File: config.mk
export PLATFORM = sky130hd
export DESIGN_NAME = cpu_plic_n
export DESIGN_NICKNAME = d
export VERILOG_FILES = /design/src/rtl/cpu_plic_pkg.sv /design/src/rtl/cpu_plic_gateway.sv /design/src/rtl/cpu_plic_n.sv
export SDC_FILE = /design/constraint.sdc
export NUM_CORES = 1
export LEC_CHECK = 0
export ABC_AREA = 1
export CAP_MARGIN = 20
export CORE_ASPECT_RATIO = 0.7
export CORE_MARGIN = 3
export CORE_UTILIZATION = 35
export CTS_CLUSTER_DIAMETER = 50
export CTS_CLUSTER_SIZE = 14
export DETAILED_ROUTE_END_ITERATION = 16
export DONT_BUFFER_PORTS = 1
export MAX_ROUTING_LAYER = met4
export PLACE_DENSITY = 0.53
export SYNTH_ARGS = -nofsm -noshare
export SYNTH_HDL_FRONTEND = slang
export SYNTH_SLANG_ARGS = --single-unit
File: constraint.sdc
create_clock -name i_clock -period 9.55 [get_ports i_clock]
set_input_delay 1.91 -clock i_clock [delete_from_list [all_inputs] [get_ports i_clock]]
set_output_delay 1.91 -clock i_clock [all_outputs]
set_load 0.1 [all_outputs]
File: src/rtl/cpu_plic_pkg.sv
// cpu_plic_pkg: shared address map, ID type and priority helper for cpu_plic_n
package cpu_plic_pkg;
    localparam logic [23:0] ADDR_PRIO_BASE = 24'h000000;
    localparam logic [23:0] ADDR_PENDING   = 24'h001000;
    localparam logic [23:0] ADDR_MODE      = 24'h001004;
    localparam logic [23:0] ADDR_ENABLE    = 24'h002000;
    localparam logic [23:0] ADDR_THRESHOLD = 24'h200000;
    localparam logic [23:0] ADDR_CLAIM     = 24'h200004;

    typedef logic [4:0] id_t;

    // Keeps only the low 'width' bits of a bus word, i.e. a legal priority value.
    function automatic logic [31:0] prio_t(input int width, input logic [31:0] v);
        return v & ((32'd1 << width) - 32'd1);
    endfunction
endpackage

File: src/rtl/cpu_plic_gateway.sv
// cpu_plic_gateway: per-source synchroniser, edge/level detect and in-flight blocking
//   i_clock, i_reset_n : clock, synchronous active-low reset
//   i_line             : raw asynchronous source line
//   i_enable           : source enable bit
//   i_in_flight        : source is currently claimed and not completed
//   i_level            : 1 = level-triggered, 0 = edge-triggered
//   o_set              : one-cycle request to set the pending bit
module cpu_plic_gateway (
    input  logic i_clock,
    input  logic i_reset_n,
    input  logic i_line,
    input  logic i_enable,
    input  logic i_in_flight,
    input  logic i_level,
    output logic o_set
);
    logic [1:0] r_sync;
    logic       r_prev;

    always_ff @(posedge i_clock) begin
        if (!i_reset_n) begin
            r_sync <= '0;
            r_prev <= 1'b0;
        end else begin
            r_sync <= {r_sync[0], i_line};
            r_prev <= r_sync[1];
        end
    end

    // Events arriving while disabled or in flight are dropped, not deferred.
    assign o_set = i_enable && !i_in_flight && (i_level ? r_sync[1] : (r_sync[1] && !r_prev));
endmodule

File: src/rtl/cpu_plic_n.sv
// cpu_plic_n: platform-level interrupt controller for one M-mode hart context
//   i_clock, i_reset_n : clock, synchronous active-low reset
//   i_interrupt        : raw source lines, bit k = ID k+1
//   o_interrupt        : external interrupt request to the CPU
//   o_claimed          : a claim is outstanding
//   i_request, i_rw, i_address, i_wdata, o_rdata, o_ready : 24-bit peripheral bus
//   Optional: define CPU_PLIC_LEVEL_EN for the level/edge mode register at 0x001004.
module cpu_plic_n
    import cpu_plic_pkg::*;
#(
    parameter int NUM_SOURCES = 8,
    parameter int PRIO_WIDTH  = 3
) (
    input  logic                   i_clock,
    input  logic                   i_reset_n,
    input  logic [NUM_SOURCES-1:0] i_interrupt,
    output logic                   o_interrupt,
    output logic                   o_claimed,
    input  logic                   i_request,
    input  logic                   i_rw,
    input  logic [23:0]            i_address,
    input  logic [31:0]            i_wdata,
    output logic [31:0]            o_rdata,
    output logic                   o_ready
);
    localparam id_t NS = id_t'(NUM_SOURCES);

    logic [PRIO_WIDTH-1:0]  r_prio [0:31];
    logic [PRIO_WIDTH-1:0]  r_thresh;
    logic [NUM_SOURCES:0]   r_pending;
    logic [NUM_SOURCES:0]   r_enable;
    id_t                    r_claim;
    logic                   r_claimed;
    logic                   r_ready;
    logic [31:0]            r_rdata;
    logic [NUM_SOURCES:0]   w_set;
    logic [NUM_SOURCES:0]   w_level;
    logic [NUM_SOURCES:0]   w_clr;
    logic [PRIO_WIDTH-1:0]  w_best_prio;
    id_t                    w_best;
    id_t                    w_idx;
    logic                   w_go, w_rd, w_wr, w_prio_hit, w_claim_hit, w_do_claim, w_complete;
    logic [31:0]            w_rdata;

`ifdef CPU_PLIC_LEVEL_EN
    logic [NUM_SOURCES:0]   r_mode;
    assign w_level = r_mode;
`else
    assign w_level = '0;
`endif

    assign w_set[0] = 1'b0;
    for (genvar g = 1; g <= NUM_SOURCES; g++) begin : g_gw
        cpu_plic_gateway u_gw (
            .i_clock    (i_clock),
            .i_reset_n  (i_reset_n),
            .i_line     (i_interrupt[g-1]),
            .i_enable   (r_enable[g]),
            .i_in_flight(r_claim == id_t'(g)),
            .i_level    (w_level[g]),
            .o_set      (w_set[g])
        );
    end

    // Ascending scan with strict '>' keeps the lowest ID on a priority tie.
    always_comb begin
        w_best      = '0;
        w_best_prio = '0;
        for (int k = 1; k <= NUM_SOURCES; k++) begin
            if (r_pending[k] && r_enable[k] && r_prio[k] > r_thresh && r_prio[k] > w_best_prio) begin
                w_best      = id_t'(k);
                w_best_prio = r_prio[k];
            end
        end
    end

    assign w_go        = i_request && !r_ready;
    assign w_rd        = w_go && !i_rw;
    assign w_wr        = w_go && i_rw;
    assign w_idx       = i_address[6:2];
    assign w_prio_hit  = (i_address[23:7] == '0) && (i_address[1:0] == 2'b00) && (w_idx != '0) && (w_idx <= NS);
    assign w_claim_hit = (i_address == ADDR_CLAIM);
    // Only one context, so no new claim is granted while one is outstanding.
    assign w_do_claim  = w_rd && w_claim_hit && (r_claim == '0) && (w_best != '0);
    assign w_complete  = w_wr && w_claim_hit && (r_claim != '0) && (i_wdata[4:0] == r_claim);
    assign w_clr       = w_do_claim ? ((NUM_SOURCES+1)'(1) << w_best) : '0;

    always_comb begin
        w_rdata = w_prio_hit                        ? prio_t(PRIO_WIDTH, 32'(r_prio[w_idx])) :
                  (i_address == ADDR_PENDING)       ? 32'(r_pending) :
`ifdef CPU_PLIC_LEVEL_EN
                  (i_address == ADDR_MODE)          ? 32'(r_mode) :
`endif
                  (i_address == ADDR_ENABLE)        ? 32'(r_enable) :
                  (i_address == ADDR_THRESHOLD)     ? 32'(r_thresh) :
                  w_do_claim                        ? 32'(w_best) : 32'd0;
    end

    always_ff @(posedge i_clock) begin
        if (!i_reset_n) begin
            for (int k = 0; k < 32; k++) r_prio[k] <= '0;
            r_thresh  <= '0;
            r_pending <= '0;
            r_enable  <= '0;
            r_claim   <= '0;
            r_claimed <= 1'b0;
            r_ready   <= 1'b0;
            r_rdata   <= '0;
`ifdef CPU_PLIC_LEVEL_EN
            r_mode    <= '0;
`endif
        end else begin
            r_ready <= i_request;
            if (w_rd) r_rdata <= w_rdata;
            // Clearing on claim overrides a same-cycle set for the claimed source.
            r_pending <= (r_pending | w_set) & ~w_clr;
            if (w_wr && w_prio_hit) r_prio[w_idx] <= i_wdata[PRIO_WIDTH-1:0];
            if (w_wr && i_address == ADDR_ENABLE) r_enable <= i_wdata[NUM_SOURCES:0] & ~((NUM_SOURCES+1)'(1));
            if (w_wr && i_address == ADDR_THRESHOLD) r_thresh <= i_wdata[PRIO_WIDTH-1:0];
`ifdef CPU_PLIC_LEVEL_EN
            if (w_wr && i_address == ADDR_MODE) r_mode <= i_wdata[NUM_SOURCES:0] & ~((NUM_SOURCES+1)'(1));
`endif
            if (w_do_claim) begin
                r_claim   <= w_best;
                r_claimed <= 1'b1;
            end else if (w_complete) begin
                r_claim   <= '0;
                r_claimed <= 1'b0;
            end
        end
    end

    assign o_interrupt = (w_best != '0) && (r_claim == '0);
    assign o_claimed   = r_claimed;
    assign o_rdata     = r_rdata;
    assign o_ready     = r_ready;
endmodule

**Word-level counts from Yosys, hierarchy flattened**

Memory sizes are Yosys's and may differ from the RTL's.
Index checks and enable logic that the tools add are counted.

- Bits in registers: 83
- RAM bits: 96
- Input bits: 68
- Output and inout port bits: 35
- Logic and storage cells: 180
- Memories: 1

Memories:

| memory | words | bits a word | rd ports | clocked after Yosys merged registers in | wr ports | line | RTL |
|---|---|---|---|---|---|---|---|
| r_prio | 32 | 3 | 9 | 0 | 32 | cpu_plic_n.sv:28 | `logic [PRIO_WIDTH-1:0] r_prio [0:31];` |

- $lt $le $gt $ge: 17
- Equality and inequality tests: 13
- Shifts and indexed selects: 1
- Muxes and demuxes: 32
- Bitwise logic cells: 3
- Reduce and logical (&&, ||, !) cells: 90

Operators with widths:

| operator | number |
|---|---|
| logical AND 1 bit | 64 |
| 2-to-1 mux 5 bit | 11 |
| equality test 24 x 22 -> 1 bit (second input constant) | 2 |
| greater-than comparator 3 bit | 15 |
| 2-to-1 mux 9 bit | 4 |
| equality test 24 x 13 -> 1 bit (second input constant) | 1 |
| equality test 24 x 14 -> 1 bit (second input constant) | 1 |
| 2-to-1 mux 3 bit | 8 |
| equality test 5 x 3 -> 1 bit (second input constant) | 4 |
| logical NOT 1 bit | 18 |
| logical NOT 17 bit | 1 |
| nonzero test 5 bit | 3 |
| equality test 5 x 2 -> 1 bit (second input constant) | 2 |
| AND 9 bit | 1 |
| NOT 9 bit | 1 |
| OR 9 bit | 1 |
| left shift 1 x 5 -> 9 bit (first input constant) | 1 |
| 2-to-1 mux 1 bit | 8 |
| equality test 5 x 1 -> 1 bit (second input constant) | 1 |
| equality test 5 x 4 -> 1 bit (second input constant) | 1 |
| equality test 5 bit | 1 |
| <= comparator 5 x 4 -> 1 bit (second input constant) | 1 |
| logical NOT 5 bit | 1 |
| greater-than comparator 3 x 1 -> 1 bit (second input constant) | 1 |
| 4 further kinds | 4 |

**Logic depth before layout (Yosys ltp)**

Gate-level depths: netlist of run 1.
An unclocked memory read counts as a cell.

- Depth in word-level cells: 33
- Mapped depth: 66
- Gate-level depth less buffers: 66

**By module**

A second synthesis of run 1 with hierarchy kept.

- Cells, all modules: 955
- Area total of the unflattened synthesis: 8326.7 um^2

Modules (own cells, without submodules):

| module | times used | cells an instance | area an instance (um^2) | seq. area each (um^2) |
|---|---|---|---|---|
| cpu_plic_n | 1 | 843 | 7505.9 | 3583.4 |
| cpu_plic_gateway | 8 | 14 | 102.6 | 60.1 |

**Least setup slack after synthesis of run 1**

Ideal clock, no wire load.

- Path type: register to output
- From: register r_thresh[2]
- To: output port o_interrupt
- Arrival: 8489 ps
- Data required time: 7640 ps
- Path slack: -849 ps
- Cell stages (with the launch flop): 56
- Buffers on the path: 0
- Cell sequence: dfxtp_1 > inv_1 > ha_1 > nand3_1 > nand2_1 > inv_2 > nand2_1 > nor2_2 > inv_1 > ha_1 > a21oi_1 > nand2_1 > nand3_4 > nand2_1 > and2_1 > ha_1 > nand3_1 > nand2_1 > [20 not listed] > or2_2 > nand3_2 > nand3_4 > nand2_4 > a2bb2oi_1 > ha_1 > a311oi_1 > nand3_1 > nand2_1 > o21ai_0 > ha_1 > a311oi_1 > nand2_1 > nor2_1 > nor2_4 > nand3_4 > nand2_1 > inv_1

- Cells in the longest elaborated chain, start to end: 27
- Elaborated cells between the ends (all ways): 48
- Those cells by class: order compare (15); mux (15); reduce/logical (18)

RTL lines:

| element | line | RTL |
|---|---|---|
| start, declared | cpu_plic_n.sv:29 | `logic [PRIO_WIDTH-1:0] r_thresh;` |
| start signal, assigned | cpu_plic_n.sv:119 | `if (w_wr && i_address == ADDR_THRESHOLD) r_thresh <= i_wdata[PRIO_WIDTH-1:0];` |
| greater-than comparator 3 bit | cpu_plic_n.sv:70 | `if (r_pending[k] && r_enable[k] && r_prio[k] > r_thresh && r_prio[k] > w_best_prio) begin` |
| logical AND 1 bit (2 in a row) | cpu_plic_n.sv:70 |  |
| 2-to-1 mux 3 bit | cpu_plic_n.sv:70 |  |
| greater-than comparator 3 bit | cpu_plic_n.sv:70 |  |
| logical AND 1 bit | cpu_plic_n.sv:70 |  |
| 2-to-1 mux 3 bit | cpu_plic_n.sv:70 |  |
| greater-than comparator 3 bit | cpu_plic_n.sv:70 |  |
| logical AND 1 bit | cpu_plic_n.sv:70 |  |
| [10 not listed] | n/a |  |
| greater-than comparator 3 bit | cpu_plic_n.sv:70 |  |
| logical AND 1 bit | cpu_plic_n.sv:70 |  |
| 2-to-1 mux 3 bit | cpu_plic_n.sv:70 |  |
| greater-than comparator 3 bit | cpu_plic_n.sv:70 |  |
| logical AND 1 bit | cpu_plic_n.sv:70 |  |
| 2-to-1 mux 5 bit (*) | cpu_plic_n.sv:70 |  |
| nonzero test 5 bit (*) | cpu_plic_n.sv:133 | `assign o_interrupt = (w_best != '0) && (r_claim == '0);` |
| logical AND 1 bit (*) | cpu_plic_n.sv:133 |  |
| end, declared | cpu_plic_n.sv:17 | `output logic o_interrupt,` |

Every way passes the cells marked *; elsewhere a longest branch is shown, timed or not.

==> impl_results.md, run 1 <==
* Final setup violation count at 1
* Synth cell types at 49
* Post-route DRC at 0
* CTS buffer count at 17
* N_diodes at 0
* Fmax at around 96 MHz
* Register area share after synthesis at between 40% and 50%
* Crit-path slowest cell: edfxtp_1
* P&R area growth vs syn at 27.1%
* Final setup margin at -0.829 ns
* Mapped Avg Cell Area at around 9 um^2
* Clock Pin Slew Worst Setup and Hold Paths at around 0.070 ns
* Pleak at 4.49 nW
* # clock sinks at 155
* Vias in the first global route at 6111
* Post-Syn Area at around 0.008 mm^2
* DR vias/cell at 4.74
* Worst hold path class: flop to flop
* Routed Antenna Nets at 0
* DP Area at 0.00914 mm^2
* Root Driver: clkbuf_16
* Tmin final at 10.38 ns
* Worst setup SP type: flop
* Status: complete, but fails checks
* Grt ovf at 0
* Most common cell after layout, fill and taps aside: nand2_1
* Via count at roughly 6500
* Layout cells sized above 1 at a little over a fifth
* Reg2Reg Depth at 60
* Die W at approximately 190 um
* Initial antenna violation count at 0
* Detailed Route WL at between 20000 and 25000 um
* Slew Limit Fails at 0
* Asr flop ratio synth at 0%
* Initial DRC Count at 467
* Die Ht at between 100 and 150 um
* TritonCTS clock tree: built
* Worst-Skew Late Latency at between 0.4 and 0.5 ns
* Clk_skew at between 0.015 and 0.02 ns
* Routability congestion estimate at 0.881
* EDFF count, synth at 96
* Slowest Stage Delay on Critical Path at about 0.46 ns
* Crit-path max FO at 7
* Starting density of the core at 35.8%
* Failing checks: setup timing
* Max-Cap Viols at 0
* R2R setup slack at 1.01 ns
* Total I/O pin count at around 100
* Yosys warns at 0
* Power per cell area at roughly 150 mW/mm^2
* Per-cell routed wire length at 16.0 um
* WP data required at 7.64 ns
* Buffers on Ports at 0
* First-pass GRT wire length at 34000 um
* Largest net degree at the start of global routing at 63
* Crit Path Category: flop to output pin
* Die Area at 0.0252 mm^2
* Hold_ws at 0.414 ns
* RSZ-0062 raised after global routing: yes
* Most frequent cells in the layout: nand2_1, inv_1, edfxtp_1
* Seq cells post-synth at 155
* Hold Crit Depth at 2
* Post-route cell area at 0.0103 mm^2
* Max VDD drop at 0.108 mV
* DP Wirelength at ~16000 um
* Post-Synthesis Cells at between 800 and 900
* Fin. Hold Viols at 0
* Area of the core at 0.0227 mm^2
* Post-CTS Hold Buffers at 0
* Main synth FF type: edfxtp_1
* FP Rows at 46
* Worst path arrival time at roughly 8.5 ns
* DRT Pass-1 Iters at 5
* Max clock buf depth at 2
* Worst slew pin tran at 1.12 ns
* Crit end category: output pin
* Overall Global Routing Usage at 18.1%
* H-tree levels at 4
* Worst relative slew slack at 24.8%
* # nets final at 1151
* Final Core Density at 45.5%
* Final period util at 109%
[sequential cells by signal, indices dropped and copies added (netlist names)]
signal and cells:
r_claim 4, r_pending 9, o_rdata 9, o_claimed 1
g_gw.u_gw.r_sync 16, r_thresh 3, r_prio 96, g_gw.u_gw.r_prev 8
o_ready 1, r_enable 8
[layer usage]
metal / global-route usage (%) / vias up / part of all wire, %
met5: - / - / 0
met4: 3.47 / 0 / 0.63
met3: 5.31 / 10 / 8.5
met2: 23.8 / 235 / 40
met1: 27.4 / 2973 / 51
li1: - / 3257 / -
[critical path, delay by kind of cell (launching register included)]
kind	cells	cell delay (ns)
AO/OA/AOI/OAI	7	1.03
adder cells (fa/ha/maj)	7	1.84
buffers and inverters	12	1.41
flip-flops	1	0.46
AND/OR/NAND/NOR	32	3.27
[power breakdown]
group	switching, mW	internal, mW
clock network	0.299	0.369
registers	0.0141	0.744
logic	0.0979	0.0284
total	0.411	1.14
[kinds of logic (layout without fill, tap and decap cells)]
logic type | after synthesis | in the layout | synth area share (%)
and+or+nand+nor | 344 | 344 | 20.2
buffers and inverters | 188 | 256 | 9.80
AOI/OAI and AO/OA | 161 | 161 | 13.4
DFF | 155 | 155 | 49.9
adders and majority gates | 41 | 41 | 6.30
muxes | 2 | 2 | 0.277
other | 1 | 95 | 0.0460
xor gates and xnor gates | 1 | 1 | 0.108
[cell usage after synthesis (all sizes together), types with 2 or more instances]
master	count	area share [%]
or2	5	0.38
ha	41	6.3
a31oi	2	0.15
clkbuf	22	1.0
a221oi	6	0.65
a2111oi	3	0.32
nor2	83	4.1
o21ai	31	2.0
a211oi	9	0.83
a22oi	46	4.2
mux2	2	0.28
a21boi	5	0.60
a311oi	4	0.43
dfxtp	59	15
a41oi	2	0.22
a22o	6	0.65
o22ai	7	0.54
clkinv	5	0.29
a21oi	33	2.0
nand4	9	0.69
nor3	21	1.3
nand2	158	7.8
buf	24	2.2
edfxtp	96	35
nor4	4	0.31
nand3	58	5.1
inv	137	6.3
and2	2	0.15
o221ai	3	0.32
nand3b	4	0.37
[metrics by stage]
step	power [mW]	setup TNS, ns	std cells	setup slack [ns]
after detailed placement	0.891	-0.678	1304	-0.678
after global placement	0.889	-0.630	1303	-0.630
final	1.55	-0.829	1367	-0.829
after floorplan	0.874	-0.420	987	-0.420
after global routing	1.61	-1.27	1367	-1.27
after CTS	1.56	-0.807	1359	-0.807
[what timing repair did]
item	4_1_cts	5_1_grt
resized for setup	35	41
setup buffers	23	8
pin swaps	45	40
setup endpoints to repair	1	1
[final cells by class]
cell class	instances	area, um^2
clock buffer	17	425
fill	2196	12400
inverter	142	544
sequential	155	4070
multi-input combinational	644	4140
clock inverter	15	150
tap	312	390
timing repair buffer	82	629
[path summary, 6_finish.rpt]
path / start / end
worst max-delay path: r_prio[1][1]$_SDFFCE_PN0P_ / o_interrupt
worst min-delay path: g_gw[8].u_gw.r_sync[0]$_SDFF_PN0_ / g_gw[8].u_gw.r_sync[1]$_SDFF_PN0_
worst max register to register: r_prio[1][1]$_SDFFCE_PN0P_ / r_pending[3]$_SDFF_PN0_
worst min register to register: g_gw[8].u_gw.r_sync[0]$_SDFF_PN0_ / g_gw[8].u_gw.r_sync[1]$_SDFF_PN0_
Note: power is estimated with default switching activity, not from simulation.
==> run 2: changes to the inputs <==
--- a/config.mk
+++ b/config.mk
@@ -5,7 +5,8 @@
 export SDC_FILE = /design/constraint.sdc
 export NUM_CORES = 1
 export LEC_CHECK = 0
-export ABC_AREA = 1
+export ABC_AREA = 0
+export ABC_CLOCK_PERIOD_IN_PS = 9550
 export CAP_MARGIN = 20
 export CORE_ASPECT_RATIO = 0.7
 export CORE_MARGIN = 3
==> impl_results.md, run 2 <==
* Adder-cell share of the synthesized area at 6.62% (was 6.30%)
* Worst-Skew Late Latency at 0.42 ns (was 0.43 ns)
* Post-route cell area at 0.0101 mm^2 (was 0.0103 mm^2)
* Die W at 186 um (was 188 um)
* Routed Antenna Nets at 0 (unchanged)
* P&R area growth vs syn at 27.2% (was 27.1%)
* Logic pwr share at 7.9% (was 8.1%)
* # nets final at 946 (was 1151)
* Post-route DRC at 0 (unchanged)
* Worst path buffer plus inverter count at 3 (was 12)
* Tmin final at 11.88 ns (was 10.38 ns)
* Die Area at 0.0246 mm^2 (was 0.0252 mm^2)
* Starting density of the core at 36.2% (was 35.8%)
* WP data required at 7.64 ns (about the same)
* Most frequent cells in the layout: edfxtp_1, conb_1, buf_4 (was nand2_1, inv_1, edfxtp_1)
* Largest area contributor in the synthesized netlist: edfxtp_1 (unchanged)
* Fillers at 2012 (was 2196)
* Max reg flops at 96 (unchanged)
* Worst setup SP type: flop (unchanged)
* RSZ-0062 raised after global routing: yes (unchanged)
* Routability congestion estimate at 0.864 (was 0.881)
* Initial antenna violation count at 0 (unchanged)
* Max VDD drop at 0.107 mV (was 0.108 mV)
* Register area share after synthesis at 51.1% (was 49.9%)
* DRT Pass-1 Iters at 5 (unchanged)
* Main synth FF type: edfxtp_1 (unchanged)
* Via count at 5843 (was 6475)
* Crit-path slowest cell: edfxtp_1 (unchanged)
* Family with the most delay on the worst path: compound AO/OA/AOI/OAI gates (was simple AND/OR/NAND/NOR gates)
* Grt ovf at 0 (unchanged)
* Fin. Hold Viols at 0 (unchanged)
* Final setup margin at -2.33 ns (was -0.829 ns)
* First-pass GRT wire length at 32900 um (was 34000 um)
* Synth cell types at 61 (was 49)
* Clk_skew at 0.00668 ns (was 0.0158 ns)
* Pint at 1.17 mW (was 1.14 mW)
* Failing checks: setup timing (unchanged)
* Slowest Stage Delay on Critical Path at 0.43 ns (was 0.46 ns)
* Largest net degree at the start of global routing at 74 (was 63)
* Root Driver: clkbuf_16 (unchanged)
* Final Core Density at 46.0% (was 45.5%)
* TritonCTS clock tree: built (unchanged)
* Crit-path max FO at 4 (was 7)
* DP Wirelength at 16000 um (was 15800 um)
* Switching share of power at 24.7% (was 26.5%)
* Final period util at 124% (was 109%)
* Cell count after placement at 1094 (was 1304)
* Yosys warns at 0 (unchanged)
* Biggest register: r_prio (unchanged)
* Buffers on Ports at 0 (unchanged)
* Main combinational cell family by area after synthesis: simple AND/OR/NAND/NOR gates (unchanged)
* Status: complete, but fails checks (unchanged)
* Fmax at 84.2 MHz (was 96.3 MHz)
* Crit-path most repeated cell: ha_4
* Seq cells post-synth at 155 (unchanged)
* Worst slew pin tran at 1.07 ns (was 1.12 ns)
* Vias in the first global route at 5824 (was 6111)
* Sw Pwr at 0.385 mW (was 0.411 mW)
* FP Rows at 45 (was 46)
* Post-Synthesis Cells at 684 (was 893)
* Synth Area in XOR/XNOR at 0.440% (was 0.108%)
* H-tree levels at 4 (unchanged)
* Worst relative slew slack at 28.6% (was 24.8%)
* Post-Synth Simple-Gate Area at 14.7% (was 20.2%)
* Mapped Avg Cell Area at 11.6 um^2 (was 9.12 um^2)
* Worst path arrival time at 9.97 ns (was 8.47 ns)
* Most common cell after layout, fill and taps aside: edfxtp_1 (was nand2_1)
* Max clock buf depth at 2 (unchanged)
* CTS buffer count at 17 (unchanged)
* Power per cell area at 154 mW/mm^2 (was 150 mW/mm^2)
* Dpl ws at -2.01 ns (was -0.678 ns)
* Clock Pin Slew Worst Setup and Hold Paths at 0.06 ns (was 0.07 ns)
* Clock power share at 42.6% (was 43.0%)
* Overall Global Routing Usage at 18.2% (was 18.1%)
* Non-filler cells, final at 1154 (was 1367)
* Post-Syn Area at 0.00796 mm^2 (was 0.00814 mm^2)
* Most frequent cells after synthesis: edfxtp_1, dfxtp_1, and2_1 (was nand2_1, inv_1, edfxtp_1)
* Top cell type's share of synthesized area at 36.2% (was 35.4%)
* Biggest regs: r_prio: 96 flops, g_gw.u_gw.r_sync: 16 flops (unchanged)
* Synth Area in Compound Gates at 10.4% (was 13.4%)
* Worst hold path class: flop to flop (unchanged)
* Initial DRC Count at 563 (was 467)
* N_diodes at 0 (unchanged)
* Multiplexer share of the synthesized area at 10.9% (was 0.277%)
* Total I/O pin count at 103 (unchanged)
* Layout cells sized above 1 at 26.9% (was 21.6%)
* Sequential power share at 49.6% (was 48.9%)
* Detailed Route WL at 21600 um (was 21800 um)
* Area of the core at 0.0220 mm^2 (was 0.0227 mm^2)
* Most frequent cell after synthesis: edfxtp_1 (was nand2_1)
* Crit Path Category: flop to output pin (unchanged)
* Synth top area cells: edfxtp_1, dfxtp_1, mux4_2 (was edfxtp_1, dfxtp_1, nand2_1)
* DP Area at 0.00909 mm^2 (was 0.00914 mm^2)
* Max-Cap Viols at 0 (unchanged)
* Final setup violation count at 17 (was 1)
* Pleak at 4.07 nW (was 4.49 nW)
* DR vias/cell at 5.06 (was 4.74)
* Slew Limit Fails at 0 (unchanged)
* Die Ht at 132 um (was 134 um)
* Per-cell routed wire length at 18.7 um (was 16.0 um)
* Crit end category: output pin (unchanged)
* # clock sinks at 155 (unchanged)
* Asr flop ratio synth at 0% (unchanged)
* EDFF count, synth at 96 (unchanged)
-- run 2: cell count changes in the layout (fill, tap and decap cells not counted), sizes merged, moves of 11 or more --
cell,delta
buf,+13
nand3,-40
and2,+54
nand2,-123
mux2i,+16
nor2,-44
inv,-96
a21oi,-11
a22oi,-43
mux4,+30
-- run 2: logic make-up (layout without fill, tap and decap cells) --
| kind of cell | count (synthesis) | after routing |
|---|---|---|
| adder cells (fa/ha/maj) | 42 | 42 |
| AND/OR/NAND/NOR | 216 | 216 |
| other | 1 | 95 |
| multiplexers | 49 | 49 |
| XOR/XNOR | 4 | 4 |
| AO/OA/AOI/OAI | 116 | 116 |
| buffers and inverters | 101 | 172 |
| flip-flops | 155 | 155 |
-- run 2: final cells by class --
type | instances | area, um^2 | share of cell area, %
Tap cell | 305 | 382 | 3.77
Sequential cell | 155 | 4060 | 40.1
Timing Repair Buffer | 95 | 766 | 7.56
Clock buffer | 17 | 425 | 4.20
Clock inverter | 14 | 145 | 1.43
Inverter | 46 | 173 | 1.71
Multi-Input combinational cell | 522 | 4170 | 41.2
-- run 2: metal layers --
metal  global-route usage, %  vias up  wire length [um]
met5                       -        -                 0
met4                    3.89        0               230
met3                    4.03       17              1520
met2                    24.7      207              9230
met1                    27.6     2893             10600
li1                        -     2726                 -
-- run 2: path summary, 6_finish.rpt --
| path | depth (start not counted) | from | slack (ns) | endpoint |
|---|---|---|---|---|
| worst min-delay path | 1 | g_gw[4].u_gw.r_sync[0]$_SDFF_PN0_ | 0.43 | g_gw[4].u_gw.r_sync[1]$_SDFF_PN0_ |
| worst min register to register | 1 | g_gw[4].u_gw.r_sync[0]$_SDFF_PN0_ | 0.43 | g_gw[4].u_gw.r_sync[1]$_SDFF_PN0_ |
| worst max-delay path | 51 | r_prio[1][2]$_SDFFCE_PN0P_ | -2.33 | o_interrupt |
| worst max register to register | 56 | r_prio[1][2]$_SDFFCE_PN0P_ | -0.56 | r_pending[3]$_SDFF_PN0_ |
-- run 2: repair_timing --
action                                  CTS  global route
setup buffers                            12            18
gates resized for setup                   7            51
pin swaps                                 7            46
endpoints found under the setup margin   17            18
hold buffers                              0             0
-- run 2: metrics by stage --
step           power, mW  hold slack, ns  setup TNS, ns
2_1_floorplan      0.896           0.412          -1.97
3_3_place_gp       0.902           0.416          -3.04
3_5_place_dp       0.905           0.417          -7.44
4_1_cts             1.56           0.432          -7.44
5_1_grt             1.61           0.446         -17.55
6_report            1.56           0.430          -8.35
-- run 2: worst register-to-register path: cells and delay by family (launching register included) --
family | cells | cell delay (ns)
AO/OA/AOI/OAI | 17 | 2.70
AND/OR/NAND/NOR | 22 | 2.80
multiplexers | 2 | 0.66
buffers and inverters | 6 | 0.84
adder cells (fa/ha/maj) | 9 | 2.53
flip-flops | 1 | 0.43
-- run 2: power by group through the flow --
stage	clock [mW]	combinational, mW	sequential [mW]
floorplan	0	0.116	0.779
detailed placement	0	0.118	0.786
global route	0.703	0.132	0.775
global placement	0	0.116	0.785
finish	0.663	0.123	0.772
CTS	0.673	0.119	0.772
==> run 3: changes to the inputs <==
--- a/config.mk
+++ b/config.mk
@@ -17,6 +17,7 @@
 export DONT_BUFFER_PORTS = 1
 export MAX_ROUTING_LAYER = met4
 export PLACE_DENSITY = 0.53
+export RECOVER_POWER = 100
 export SYNTH_ARGS = -nofsm -noshare
 export SYNTH_HDL_FRONTEND = slang
 export SYNTH_SLANG_ARGS = --single-unit
==> impl_results.md, run 3 (same netlist as run 2, synthesis figures left out) <==
* Status: complete, but fails checks (unchanged)
* Failing checks: setup timing (unchanged)
* Biggest register: r_prio (unchanged)
* Biggest regs: r_prio: 96 flops, g_gw.u_gw.r_sync: 16 flops (unchanged)
* Root Driver: clkbuf_16 (unchanged)
* Per-cell routed wire length at 18.7 um (about the same)
* WP data required at 7.64 ns (about the same)
* Dpl ws at -2.01 ns (unchanged)
* Worst slew pin tran at 1.07 ns (about the same)
* Worst hold path class: flop to flop (unchanged)
* Post-route cell area at 0.0101 mm^2 (about the same)
* Crit Path Category: flop to output pin (unchanged)
* Die W at 186 um (unchanged)
* # clock sinks at 155 (unchanged)
* Max VDD drop at 0.106 mV (was 0.107 mV)
* Crit-path most repeated cell: ha_4 (unchanged)
* Via count at 5809 (was 5843)
* Worst setup startpoint: r_prio[1][2]$_SDFFCE_PN0P_ (unchanged)
* Area of the core at 0.0220 mm^2 (unchanged)
* Max-Cap Viols at 0 (unchanged)
* Hold_sp: g_gw[4].u_gw.r_sync[0]$_SDFF_PN0_ (unchanged)
* Overall Global Routing Usage at 18.2% (unchanged)
* Crit-path max FO at 4 (unchanged)
* Grt ovf at 0 (unchanged)
* Routability congestion estimate at 0.864 (unchanged)
* CTS buffer count at 17 (unchanged)
* Worst setup SP type: flop (unchanged)
* Worst-Skew Late Latency at 0.42 ns (about the same)
* Fmax at 84.2 MHz (about the same)
* Pleak at 4.04 nW (was 4.07 nW)
* Worst relative slew slack at 28.7% (was 28.6%)
* Worst path arrival time at 9.97 ns (about the same)
* Initial DRC Count at 576 (was 563)
* Buffers on Ports at 0 (unchanged)
* Max reg flops at 96 (unchanged)
* Die Area at 0.0246 mm^2 (unchanged)
* Worst path buffer plus inverter count at 3 (unchanged)
* Fin. Hold Viols at 0 (unchanged)
* Vias in the first global route at 5824 (unchanged)
* Most common cell after layout, fill and taps aside: edfxtp_1 (unchanged)
* Hold_ws at 0.430 ns (about the same)
* Power per cell area at 154 mW/mm^2 (about the same)
* H-tree levels at 4 (unchanged)
* Crit-path slowest cell: edfxtp_1 (unchanged)
* First-pass GRT wire length at 32900 um (unchanged)
* Final setup violation count at 17 (unchanged)
* Starting density of the core at 36.2% (unchanged)
* Family with the most delay on the worst path: simple AND/OR/NAND/NOR gates (was compound AO/OA/AOI/OAI gates)
* DR vias/cell at 5.03 (was 5.06)
* DP Wirelength at 16000 um (unchanged)
* Largest net degree at the start of global routing at 74 (unchanged)
* Routed Antenna Nets at 0 (unchanged)
* FP Rows at 45 (unchanged)
* Post-route DRC at 0 (unchanged)
* Clk_skew at 0.00745 ns (was 0.00668 ns)
* Max clock buf depth at 2 (unchanged)
* TritonCTS clock tree: built (unchanged)
* P&R area growth vs syn at 26.9% (was 27.2%)
* Layout cells sized above 1 at 26.3% (was 26.9%)
* Post-CTS Hold Buffers at 0 (unchanged)
* Clock Pin Slew Worst Setup and Hold Paths at 0.06 ns (about the same)
* Most frequent cells in the layout: edfxtp_1, conb_1, buf_4 (unchanged)
* Slew Limit Fails at 0 (unchanged)
* N_diodes at 0 (unchanged)
* Tmin final at 11.88 ns (about the same)
* Slowest Stage Delay on Critical Path at 0.42 ns (was 0.43 ns)
* Die Ht at 132 um (unchanged)
* Reg2reg start: r_prio[1][2]$_SDFFCE_PN0P_ (unchanged)
* DP Area at 0.00909 mm^2 (unchanged)
* Initial antenna violation count at 0 (unchanged)
* Fin Setup TNS at -8.30 ns (was -8.35 ns)
* # nets final at 946 (unchanged)
* Detailed Route WL at 21500 um (was 21600 um)
* Final period util at 124% (about the same)
* Crit end category: output pin (unchanged)
* Final setup margin at -2.33 ns (about the same)
* Total I/O pin count at 103 (unchanged)
* DRT Pass-1 Iters at 5 (unchanged)
* RSZ-0062 raised after global routing: yes (unchanged)
## run 3: changes by cell type in the layout (fill, tap and decap cells not counted)
| cell | change |
|---|---|
| buf_4 | -2 |
| nor4b_1 | +2 |
| nor4b_2 | -2 |
| and2_0 | +20 |
| buf_2 | -1 |
| and2_1 | -20 |
| clkbuf_1 | +3 |
## run 3: repair_timing
| item | in CTS | in global routing |
|---|---|---|
| buffers inserted | 12 | 18 |
| cloned | 0 | 0 |
| gates resized for setup | 7 | 51 |
| endpoints found under the setup margin | 17 | 18 |
| pin swaps | 7 | 46 |
## run 3: area by class of cell
type                            instances  area [um^2]
Clock buffer                           17          425
Clock inverter                         14          145
Fill cell                            2011        11900
Inverter                               46          173
Multi-Input combinational cell        522         4160
Sequential cell                       155         4060
Tap cell                              305          382
Timing Repair Buffer                   95          757
## run 3: power breakdown
part | total [mW] | switching (mW) | internal, mW
Sequential | 0.772 | 0.0260 | 0.746
Combinational | 0.122 | 0.0797 | 0.0426
Clock | 0.661 | 0.277 | 0.384
## run 3: stage by stage
step	utilization [%]	std cells	power [mW]
global placement	41.3	1093	0.902
CTS	44.4	1137	1.56
floorplan	-	778	0.896
finish	45.9	1154	1.56
global route	45.9	1154	1.61
detailed placement	41.3	1094	0.905
## run 3: final timing paths
check	end	slack, ns	cells after the start
worst max-delay path	o_interrupt	-2.33	51
worst min-delay path	g_gw[4].u_gw.r_sync[1]$_SDFF_PN0_	0.43	1
worst max register to register	r_pending[3]$_SDFF_PN0_	-0.55	56
worst min register to register	g_gw[4].u_gw.r_sync[1]$_SDFF_PN0_	0.43	1
## run 3: worst register-to-register path, delay by kind of cell, from the launching register on
| kind | cells | cell delay (ns) |
|---|---|---|
| compound gates | 17 | 2.71 |
| fa+ha+maj | 9 | 2.53 |
| buf+inv | 6 | 0.84 |
| flops | 1 | 0.42 |
| mux | 2 | 0.67 |
| simple gates | 22 | 2.80 |
## run 3: routing by layer
layer / wire length (um) / up-vias / track usage (%)
met1: 10600 / 2861 / 27.6
met3: 1540 / 14 / 4.03
li1: - / 2731 / -
met2: 9270 / 203 / 24.7
met5: 0 / - / -
met4: 186 / 0 / 3.89
